[src/rtl/controller_fsm.sv]
// controller_fsm: multi-cycle instruction sequencer; s/in start an instruction while w is high, err flags illegal encodings, the rest drive datapath strobes, selects, indices and immediates
module controller_fsm #(
  parameter int WIDTH = 16
) (
  input  logic             clk,
  input  logic             reset,
  input  logic             s,
  input  logic [WIDTH-1:0] in,
  output logic             w,
  output logic             err,
  output logic             loada,
  output logic             loadb,
  output logic             loadc,
  output logic             loads,
  output logic             write,
  output logic             vsel,
  output logic             asel,
  output logic             bsel,
  output logic [2:0]       readnum,
  output logic [2:0]       writenum,
  output logic [1:0]       shift,
  output logic [1:0]       ALUop,
  output logic [WIDTH-1:0] sximm5,
  output logic [WIDTH-1:0] sximm8
);
  typedef enum logic [2:0] {WAIT, DECODE, GETA, GETB, ALU, WRITEREG, WRITEIMM} state_t;
  state_t st, ns;
  logic [WIDTH-1:0] ir, nir;
  logic nerr;
  logic mov_imm, mov_sh, alu_op, mvn, cmp;
  logic n_mov_sh, n_alu, n_mvn, n_cmp;
  assign mov_imm = ir[15:13] == 3'b110 && ir[12:11] == 2'b10;
  assign mov_sh  = ir[15:13] == 3'b110 && ir[12:11] == 2'b00;
  assign mvn     = ir[15:13] == 3'b101 && ir[12:11] == 2'b11;
  assign alu_op  = ir[15:13] == 3'b101 && ir[12:11] != 2'b11;
  assign cmp     = ir[15:13] == 3'b101 && ir[12:11] == 2'b01;
  always_comb begin
    ns   = st;
    nir  = ir;
    nerr = err;
    case (st)
      WAIT: if (s) begin
        ns   = DECODE;
        nir  = in;
        nerr = 1'b0;
      end
      DECODE: begin
        ns   = mov_imm ? WRITEIMM : (mov_sh || mvn) ? GETB : alu_op ? GETA : WAIT;
        nerr = !(mov_imm || mov_sh || mvn || alu_op);
      end
      GETA:    ns = GETB;
      GETB:    ns = ALU;
      ALU:     ns = cmp ? WAIT : WRITEREG;
      default: ns = WAIT;
    endcase
    if (reset) begin
      ns   = WAIT;
      nir  = '0;
      nerr = 1'b0;
    end
  end
  // Outputs are registered from the next state and next IR, so they line up with st/ir exactly
  assign n_alu    = nir[15:13] == 3'b101;
  assign n_mov_sh = nir[15:13] == 3'b110 && nir[12:11] == 2'b00;
  assign n_mvn    = n_alu && nir[12:11] == 2'b11;
  assign n_cmp    = n_alu && nir[12:11] == 2'b01;
  always_ff @(posedge clk) begin
    st       <= ns;
    ir       <= nir;
    err      <= nerr;
    w        <= ns == WAIT;
    loada    <= ns == GETA;
    loadb    <= ns == GETB;
    loadc    <= ns == ALU && !n_cmp;
    loads    <= ns == ALU && n_cmp;
    write    <= ns == WRITEREG || ns == WRITEIMM;
    vsel     <= ns == WRITEIMM;
    asel     <= ns == ALU && (n_mov_sh || n_mvn);
    bsel     <= 1'b0;
    readnum  <= ns == GETA ? nir[10:8] : ns == GETB ? nir[2:0] : 3'd0;
    writenum <= ns == WRITEREG ? nir[7:5] : ns == WRITEIMM ? nir[10:8] : 3'd0;
    shift    <= ns == ALU ? nir[4:3] : 2'd0;
    ALUop    <= ns == ALU && n_alu ? nir[12:11] : 2'd0;
  end
  assign sximm8 = {{8{ir[7]}}, ir[7:0]};
  assign sximm5 = {{11{ir[4]}}, ir[4:0]};
endmodule

[config.mk]
export PLATFORM = sky130hd
export DESIGN_NAME = controller_fsm
export DESIGN_NICKNAME = d
export VERILOG_FILES = /design/src/rtl/controller_fsm.sv
export SDC_FILE = /design/constraint.sdc
export NUM_CORES = 1
export LEC_CHECK = 0
export ABC_AREA = 1
export CORE_MARGIN = 2
export CORE_UTILIZATION = 39
export DETAILED_ROUTE_END_ITERATION = 6
export PLACE_DENSITY = 0.79
export SYNTH_ARGS = -nofsm -noshare
export SYNTH_HDL_FRONTEND = slang
export SYNTH_SLANG_ARGS = --single-unit
[constraint.sdc]
create_clock -name clk -period 1.26 [get_ports clk]
set_input_delay 0.126 -clock clk [delete_from_list [all_inputs] [get_ports clk]]
set_output_delay 0.126 -clock clk [all_outputs]
set_load 0.005 [all_outputs]
==> impl_table.tex, run 1 <==
\begin{tabular}{lr}
\hline
Metric & Value \\
\hline
\multicolumn{2}{l}{\textbf{Status}} \\
Outcome & finished, violations left \\
Violated checks & setup timing \\
\multicolumn{2}{l}{\textbf{Worst setup path}} \\
Critical register-to-register path startpoint & st[1]\$\_DFF\_P\_ \\
Highest net fanout along the worst path & 7 \\
Startpoint Class & register \\
Req. time, crit path & 1.50 ns \\
Kind of capture point of the worst setup path & register \\
Series of cell instances along the critical path & o211ai\_1 -> buf\_4 -> nand2\_4 -> a21oi\_4 -> nand4\_4 -> nor2\_2 \\
End of the worst register-to-register path & asel\$\_DFF\_P\_ \\
Cell class contributing the biggest share of worst-path delay & compound AO/OA/AOI/OAI gates \\
Cell with the largest stage delay on the worst path & sky130\_fd\_sc\_hd\_\_dfxtp\_4 \\
R2R cell count & 6 \\
Logic depth of the worst path, buffers included & 6 \\
Buffer and inverter count on the worst path & 1 \\
Worst endpoint data arrival time & 1.73 ns \\
Path type of the worst setup path & register to register \\
Biggest cell delay along the critical path & 0.38 ns \\
Register-to-register path setup slack & -0.23 ns \\
\multicolumn{2}{l}{\textbf{Timing}} \\
Period utilisation layout & 118\% \\
Count of endpoints failing hold in the final timing report & 0 \\
Tmin final & 1.49 ns \\
Total Negative Setup Slacks & -3.74 ns \\
Setup repair after global routing missed its margin & yes \\
Setup clock skew after layout & 0.00945 ns \\
Final setup violation count & 22 \\
Count of pins over their slew limit & 0 \\
Setup slack after layout & -0.226 ns \\
Highest Clock Rate & 673 MHz \\
\multicolumn{2}{l}{\textbf{Clocking}} \\
Clock transition at the register clock pins on the worst setup and hold paths after CTS & 0.08 ns \\
TritonCTS clock tree & done \\
CTS root buffer & sky130\_fd\_sc\_hd\_\_clkbuf\_8 \\
Hold-fix buffers, CTS & 0 \\
H-tree Lvls & 2 \\
Deepest clock path buffer count & 2 \\
Clock buffers created by TritonCTS & 5 \\
Clock tree sinks & 38 \\
Insertion delay of the later-clocked pin in the worst-skew pair & 0.31 ns \\
\multicolumn{2}{l}{\textbf{Floorplan}} \\
Chip height & 72.0 µm \\
Initial core utilization & 40.9\% \\
Die X & 72.0 µm \\
Total I/O pin count & 71 \\
Core outline area & 4410 µm² \\
Die area & 5190 µm² \\
Number of placement rows & 24 \\
\multicolumn{2}{l}{\textbf{Synthesis}} \\
Syn\_nets & 253 \\
Warnings, synthesis & 0 \\
Cell area after synthesis & 1810 µm² \\
Ranking of synthesized cells by area & sky130\_fd\_sc\_hd\_\_dfxtp\_1 (42\%), sky130\_fd\_sc\_hd\_\_buf\_4 (14\%), sky130\_fd\_sc\_hd\_\_nor2\_1 (8.3\%) \\
Top cell type's share of synthesized area & 42.1\% \\
Fraction of registers with async set/reset & 0\% \\
Number of flops mapped to enable cells by yosys & 0 \\
Library cells used by synthesis & 27 \\
Mean area per synthesized cell & 7.72 µm² \\
Sequential element share of the synthesized area & 42.1\% \\
Leading post-synthesis cells by instance count & sky130\_fd\_sc\_hd\_\_nor2\_1 (40), sky130\_fd\_sc\_hd\_\_dfxtp\_1 (38), sky130\_fd\_sc\_hd\_\_buf\_4 (34) \\
Cell type with the highest aggregate area in the netlist & sky130\_fd\_sc\_hd\_\_dfxtp\_1 \\
Mapped Cells & 234 \\
Primary flip-flop cell chosen by synthesis mapping & sky130\_fd\_sc\_hd\_\_dfxtp\_1 \\
Synth Register Bits & 38 \\
Top-count cell post-synth & sky130\_fd\_sc\_hd\_\_nor2\_1 \\
\multicolumn{2}{l}{\textbf{Worst hold path}} \\
Cells on Worst Hold Path & 3 \\
Hold Crit Start & in[4] \\
Min-delay worst type & primary input to register \\
End point of the worst hold path & ir[4]\$\_DFF\_P\_ \\
\multicolumn{2}{l}{\textbf{Power}} \\
Tot Pwr & 3110 µW \\
Power per Cell Area & 1070 nW/µm² \\
Maximum vdd ir drop & 0.000672 V \\
Leakage power & 0.00165 µW \\
\multicolumn{2}{l}{\textbf{Final layout}} \\
Final std cells w/o fill & 362 \\
Post-synthesis to final-layout area growth & 60.3\% \\
Post-Route Utilization & 65.6\% \\
Fraction of layout instances using a drive strength above 1 & 32.9\% \\
NumNets Final & 328 \\
Diodes inserted & 0 \\
\multicolumn{2}{l}{\textbf{Global routing}} \\
Antenna violations before repair & 0 \\
Global-route wire length before repair & 7500 µm \\
Vias in the first global route & 1706 \\
Overall global routing resource usage & 18.6\% \\
Pin count of the biggest net entering global routing & 15 \\
Grt total ovfl & 0 \\
\multicolumn{2}{l}{\textbf{Drt}} \\
Count of vias placed by the detailed router & 1754 \\
\# DRC & 0 \\
DRT iter0 DRCs & 57 \\
Number of optimization iterations in the first detailed-route pass & 4 \\
Vias per cell & 4.85 \\
Average routed wire per standard cell & 13.6 µm \\
Wirelength, routed & 4910 µm \\
Post-DRT Antenna Nets & 0 \\
\multicolumn{2}{l}{\textbf{Placed design}} \\
\# port buffers & 69 \\
Global placer's final weighted congestion & 0.865 \\
Cell count after placement & 345 \\
HPWL reported at the end of detailed placement & 3140 µm \\
\multicolumn{2}{l}{\textbf{Run}} \\
Number of maximum-capacitance constraint violations & 0 \\
\hline
\end{tabular}
==> layout make-up <==
| cell class | instances | area [µm²] |
|---|---|---|
| fillers | 348 | 1520 |
| repair buffers | 104 | 996 |
| flip-flops and latches | 38 | 793 |
| multi-input cells | 134 | 792 |
| inverters | 25 | 101 |
| clock buffers | 5 | 68.8 |
| clock inverters | 3 | 68.8 |
| well taps | 52 | 65.1 |
| repair inverters | 1 | 8.76 |
==> how the worst max path moves through the flow <==
stage	from	to	slack (ns)
final	st[1]$_DFF_P_	asel$_DFF_P_	-0.23
after floorplan	ir[14]$_DFF_P_	ALUop[0]$_SDFF_PN0_	-0.04
after detailed placement	s	readnum[0]$_DFF_P_	-0.42
after global routing	st[1]$_DFF_P_	readnum[2]$_DFF_P_	-0.30
after CTS	st[1]$_DFF_P_	readnum[2]$_DFF_P_	-0.11
after global placement	s	writenum[0]$_DFF_P_	-0.39
==> stage by stage <==
| step | setup WS (ns) | hold slack [ns] | area (µm²) |
|---|---|---|---|
| 5_1_grt | -0.296 | 0.472 | 2890 |
| 3_3_place_gp | -0.389 | 0.491 | 2520 |
| 4_1_cts | -0.109 | 0.431 | 2750 |
| 6_report | -0.226 | 0.455 | 2890 |
| 2_1_floorplan | -0.0444 | 0.203 | 1830 |
| 3_5_place_dp | -0.415 | 0.497 | 2520 |
==> worst min-delay path, cell delays in order <==
cell and delay, ns:
sky130_fd_sc_hd__clkdlybuf4s50_1 0.39, sky130_fd_sc_hd__nor2_1 0.13, sky130_fd_sc_hd__nor3_2 0.07
==> cells by family after synthesis <==
family | synth area share, %
and+or+nand+nor | 32.0
buffers and inverters | 20.1
DFF | 42.1
AOI/OAI and AO/OA | 5.54
other | 0.208
==> sequential cells by signal (all words and copies together) (netlist names) <==
register	flops
ALUop	2
asel	1
err	1
ir	16
loada	1
loadb	1
loadc	1
loads	1
readnum	3
shift	2
st	3
vsel	1
w	1
write	1
writenum	3
==> metal layers <==
layer | wire, µm | GRT usage (%)
met2 | 2610 | 34.7
met3 | 306 | 5.83
met1 | 1880 | 18.5
met5 | 0 | 0
met4 | 114 | 9.43
==> report_power, final <==
group | leakage [µW] | total, µW | switching, µW | internal [µW]
Clock | 0.0000683 | 1270 | 476 | 793
Combinational | 0.00127 | 539 | 258 | 281
Sequential | 0.000318 | 1300 | 47.4 | 1250
==> placed cells by master, fill, tap and decap left out, types with 2 or more instances in the layout <==
cell type / netlist / routed
sky130_fd_sc_hd__nor2_1: 40 / 35
sky130_fd_sc_hd__dlygate4sd2_1: 0 / 30
sky130_fd_sc_hd__buf_4: 34 / 28
sky130_fd_sc_hd__nand2_1: 32 / 27
sky130_fd_sc_hd__dfxtp_1: 38 / 22
sky130_fd_sc_hd__clkdlybuf4s50_1: 0 / 21
sky130_fd_sc_hd__dlymetal6s2s_1: 0 / 18
sky130_fd_sc_hd__inv_1: 22 / 15
sky130_fd_sc_hd__nand3_1: 16 / 13
sky130_fd_sc_hd__nand4_1: 13 / 13
sky130_fd_sc_hd__dfxtp_2: 0 / 11
sky130_fd_sc_hd__inv_2: 2 / 8
sky130_fd_sc_hd__o21ai_0: 9 / 7
sky130_fd_sc_hd__nand2_2: 4 / 6
sky130_fd_sc_hd__buf_6: 0 / 6
sky130_fd_sc_hd__nor2_2: 4 / 5
sky130_fd_sc_hd__clkbuf_8: 0 / 5
sky130_fd_sc_hd__dfxtp_4: 0 / 5
sky130_fd_sc_hd__nor2_4: 0 / 4
sky130_fd_sc_hd__nor3_2: 1 / 4
sky130_fd_sc_hd__nand2_4: 1 / 3
sky130_fd_sc_hd__clkinv_4: 0 / 3
sky130_fd_sc_hd__o21ai_1: 1 / 3
sky130_fd_sc_hd__nand3_4: 1 / 2
sky130_fd_sc_hd__nand3_2: 0 / 2
sky130_fd_sc_hd__bufinv_16: 0 / 2
==> what timing repair did <==
item | in CTS | in global routing
hold endpoints to repair | 0 | 0
gates resized for setup | 62 | 41
setup endpoints to repair | 54 | 46
pin swaps | 6 | 8
buffers inserted | 6 | 3
cloned | 1 | 0
(Power assumes the default switching activity.)
==> inputs of run 2 (changes only) <==
- CORE_MARGIN: 2 -> 8
==> run 2 against run 1 <==
Against the previous run:
- critical path type unchanged
- the flow still finishes with violations (setup timing)
- largest power group unchanged
- utilization fell by 1.0 points
- clock power fell by 34%
- global-route usage fell by 4.9 points
- clock-buffer cell count did not move
- maximum frequency rose by 4.2%
- worst setup slack improved by 0.059 ns
==> impl_table.tex, run 2 (synthesis results as in run 1) <==
\begin{tabular}{lr}
\hline
Metric & Value \\
\hline
\multicolumn{2}{l}{\textbf{Worst setup path}} \\
Cell class contributing the biggest share of worst-path delay & simple AND/OR/NAND/NOR gates (was compound AO/OA/AOI/OAI gates) \\
R2R cell count & 7 (was 6) \\
Req. time, crit path & 1.45 ns (was 1.50 ns) \\
Logic depth of the worst path, buffers included & 7 (was 6) \\
Kind of capture point of the worst setup path & register (unchanged) \\
Highest net fanout along the worst path & 7 (unchanged) \\
Path type of the worst setup path & register to register (unchanged) \\
Biggest cell delay along the critical path & 0.38 ns (about the same) \\
Series of cell instances along the critical path & buf\_6 -> nor3\_4 -> nand2\_2 -> nand2\_4 -> nand2\_8 -> nand4\_4 -> nor2\_1 (was o211ai\_1 -> buf\_4 -> nand2\_4 -> a21oi\_4 -> nand4\_4 -> nor2\_2) \\
Register-to-register path setup slack & -0.17 ns (was -0.23 ns) \\
Cell with the largest stage delay on the worst path & sky130\_fd\_sc\_hd\_\_dfxtp\_4 (unchanged) \\
Buffer and inverter count on the worst path & 1 (unchanged) \\
Startpoint Class & register (unchanged) \\
Worst endpoint data arrival time & 1.62 ns (was 1.73 ns) \\
\multicolumn{2}{l}{\textbf{Global routing}} \\
Pin count of the biggest net entering global routing & 15 (unchanged) \\
Overall global routing resource usage & 13.7\% (was 18.6\%) \\
Grt total ovfl & 0 (unchanged) \\
Global-route wire length before repair & 8040 µm (was 7500 µm) \\
Antenna violations before repair & 0 (unchanged) \\
Vias in the first global route & 1753 (was 1706) \\
\multicolumn{2}{l}{\textbf{Final layout}} \\
Sequential cell area & 787 µm² (was 793 µm²) \\
NumNets Final & 331 (was 328) \\
Commonest cells after routing, fill and taps aside & sky130\_fd\_sc\_hd\_\_dlygate4sd2\_1 (39), sky130\_fd\_sc\_hd\_\_buf\_4 (33), sky130\_fd\_sc\_hd\_\_nor2\_1 (32) (was sky130\_fd\_sc\_hd\_\_nor2\_1 (35), sky130\_fd\_sc\_hd\_\_dlygate4sd2\_1 (30), sky130\_fd\_sc\_hd\_\_buf\_4 (28)) \\
Filler cell count in the final layout & 377 (was 348) \\
Total area of multi-input combinational cells & 798 µm² (was 792 µm²) \\
Fraction of layout instances using a drive strength above 1 & 31.9\% (was 32.9\%) \\
Most flops, register & ir (unchanged) \\
Post-Layout Inst Area & 2850 µm² (was 2890 µm²) \\
Most frequent standard cell in the layout excluding fill and tap cells & sky130\_fd\_sc\_hd\_\_dlygate4sd2\_1 (was sky130\_fd\_sc\_hd\_\_nor2\_1) \\
Number of flip-flops under the largest register name & 16 (unchanged) \\
Diodes inserted & 0 (unchanged) \\
Post-synthesis to final-layout area growth & 57.7\% (was 60.3\%) \\
\multicolumn{2}{l}{\textbf{Clocking}} \\
Hold-fix buffers, CTS & 0 (unchanged) \\
Deepest clock path buffer count & 2 (unchanged) \\
Insertion delay of the later-clocked pin in the worst-skew pair & 0.29 ns (was 0.31 ns) \\
H-tree Lvls & 2 (unchanged) \\
Clock buffers created by TritonCTS & 5 (unchanged) \\
CTS root buffer & sky130\_fd\_sc\_hd\_\_clkbuf\_8 (unchanged) \\
Clock tree sinks & 38 (unchanged) \\
TritonCTS clock tree & done (unchanged) \\
Clock transition at the register clock pins on the worst setup and hold paths after CTS & 0.08 ns (about the same) \\
\multicolumn{2}{l}{\textbf{Timing}} \\
Total Negative Setup Slacks & -2.57 ns (was -3.74 ns) \\
Count of pins over their slew limit & 0 (unchanged) \\
Tmin final & 1.43 ns (was 1.49 ns) \\
Period utilisation layout & 113\% (was 118\%) \\
Highest Clock Rate & 701 MHz (was 673 MHz) \\
Final setup violation count & 20 (was 22) \\
Setup slack after layout & -0.167 ns (was -0.226 ns) \\
Setup clock skew after layout & 0.00431 ns (was 0.00945 ns) \\
Setup repair after global routing missed its margin & yes (unchanged) \\
Count of endpoints failing hold in the final timing report & 0 (unchanged) \\
\multicolumn{2}{l}{\textbf{Drt}} \\
Average routed wire per standard cell & 13.7 µm (was 13.6 µm) \\
Count of vias placed by the detailed router & 1687 (was 1754) \\
Vias per cell & 4.62 (was 4.85) \\
Post-DRT Antenna Nets & 0 (unchanged) \\
Number of optimization iterations in the first detailed-route pass & 4 (unchanged) \\
Wirelength, routed & 4990 µm (was 4910 µm) \\
\# DRC & 0 (unchanged) \\
DRT iter0 DRCs & 63 (was 57) \\
\multicolumn{2}{l}{\textbf{Placed design}} \\
Global placer's final weighted congestion & 0.843 (was 0.865) \\
HPWL reported at the end of detailed placement & 3670 µm (was 3140 µm) \\
\# port buffers & 69 (unchanged) \\
DP Area & 2560 µm² (was 2520 µm²) \\
Placement Setup Slack & -0.471 ns (was -0.415 ns) \\
\multicolumn{2}{l}{\textbf{Floorplan}} \\
Initial core utilization & 40.9\% (unchanged) \\
Core outline area & 4410 µm² (unchanged) \\
Die area & 7060 µm² (was 5190 µm²) \\
Die X & 84.0 µm (was 72.0 µm) \\
Total I/O pin count & 71 (unchanged) \\
Chip height & 84.0 µm (was 72.0 µm) \\
Number of placement rows & 24 (unchanged) \\
\multicolumn{2}{l}{\textbf{Worst hold path}} \\
Min-delay worst type & primary input to register (unchanged) \\
Cells on Worst Hold Path & 3 (unchanged) \\
\multicolumn{2}{l}{\textbf{Power}} \\
Leakage power & 0.00162 µW (was 0.00165 µW) \\
Power per Cell Area & 945 nW/µm² (was 1070 nW/µm²) \\
Maximum vdd ir drop & 0.000612 V (was 0.000672 V) \\
\multicolumn{2}{l}{\textbf{Run}} \\
Number of maximum-capacitance constraint violations & 0 (unchanged) \\
\multicolumn{2}{l}{\textbf{Status}} \\
Outcome & finished, violations left (unchanged) \\
Violated checks & setup timing (unchanged) \\
\hline
\end{tabular}
## run 2: cell types whose count changed in the layout (fill, tap and decap cells not counted), moves of 4 or more
cell                              before  now
sky130_fd_sc_hd__nor2_2                5    9
sky130_fd_sc_hd__clkdlybuf4s50_1      21   17
sky130_fd_sc_hd__dfxtp_1              22   27
sky130_fd_sc_hd__buf_4                28   33
sky130_fd_sc_hd__dlygate4sd2_1        30   39
sky130_fd_sc_hd__dlymetal6s2s_1       18   13
sky130_fd_sc_hd__dfxtp_2              11    6
## run 2: worst min-delay path: stages
cell                              delay (ns)
sky130_fd_sc_hd__clkdlybuf4s50_1        0.40
sky130_fd_sc_hd__nor2_1                 0.10
sky130_fd_sc_hd__nor3_1                 0.06
## run 2: per-layer routing
layer  track usage, %  part of all wire (%)
met1             12.7                    37
met2             26.0                    54
met3             5.96                   6.8
met4             4.40                   1.7
met5                0                     0
## run 2: final cells by class
cell class	count	area share, %
Timing Repair Buffer	107	34.7
Multi-Input combinational cell	134	28.0
Sequential cell	38	27.6
Inverter	25	3.65
Clock buffer	5	2.42
Tap cell	52	2.28
Clock inverter	3	0.747
Timing Repair inverter	1	0.571
## run 2: final timing paths
path                 start       endpoint
max          st[1]$_DFF_P_  loads$_DFF_P_
min                  in[3]  ir[3]$_DFF_P_
max reg2reg  st[1]$_DFF_P_  loads$_DFF_P_
min reg2reg  ir[0]$_DFF_P_  ir[0]$_DFF_P_
## run 2: through the flow
| stage | total power [µW] | hold slack (ns) | utilization [%] | std cells |
|---|---|---|---|---|
| final | 2690 | 0.438 | 64.5 | 365 |
| after global routing | 2840 | 0.450 | 64.5 | 365 |
| after CTS | 2700 | 0.429 | 62.4 | 364 |
| after floorplan | 1630 | 0.203 | - | 234 |
| after detailed placement | 1890 | 0.500 | 58.0 | 349 |
| after global placement | 1880 | 0.488 | 58.0 | 349 |
## run 2: what timing repair did
item                       in CTS  in global routing
gates resized for setup        69                 31
setup endpoints to repair      60                 40
setup buffers                   6                  1
pin swaps                      15                 10
cloned                          1                  0
## run 2: report_power, final
| group | switching (µW) | leakage [µW] | internal, µW | total, µW |
|---|---|---|---|---|
| clock | 447 | 0.0000441 | 388 | 835 |
| combinational | 266 | 0.00126 | 295 | 561 |
| sequential | 42.3 | 0.000316 | 1250 | 1290 |
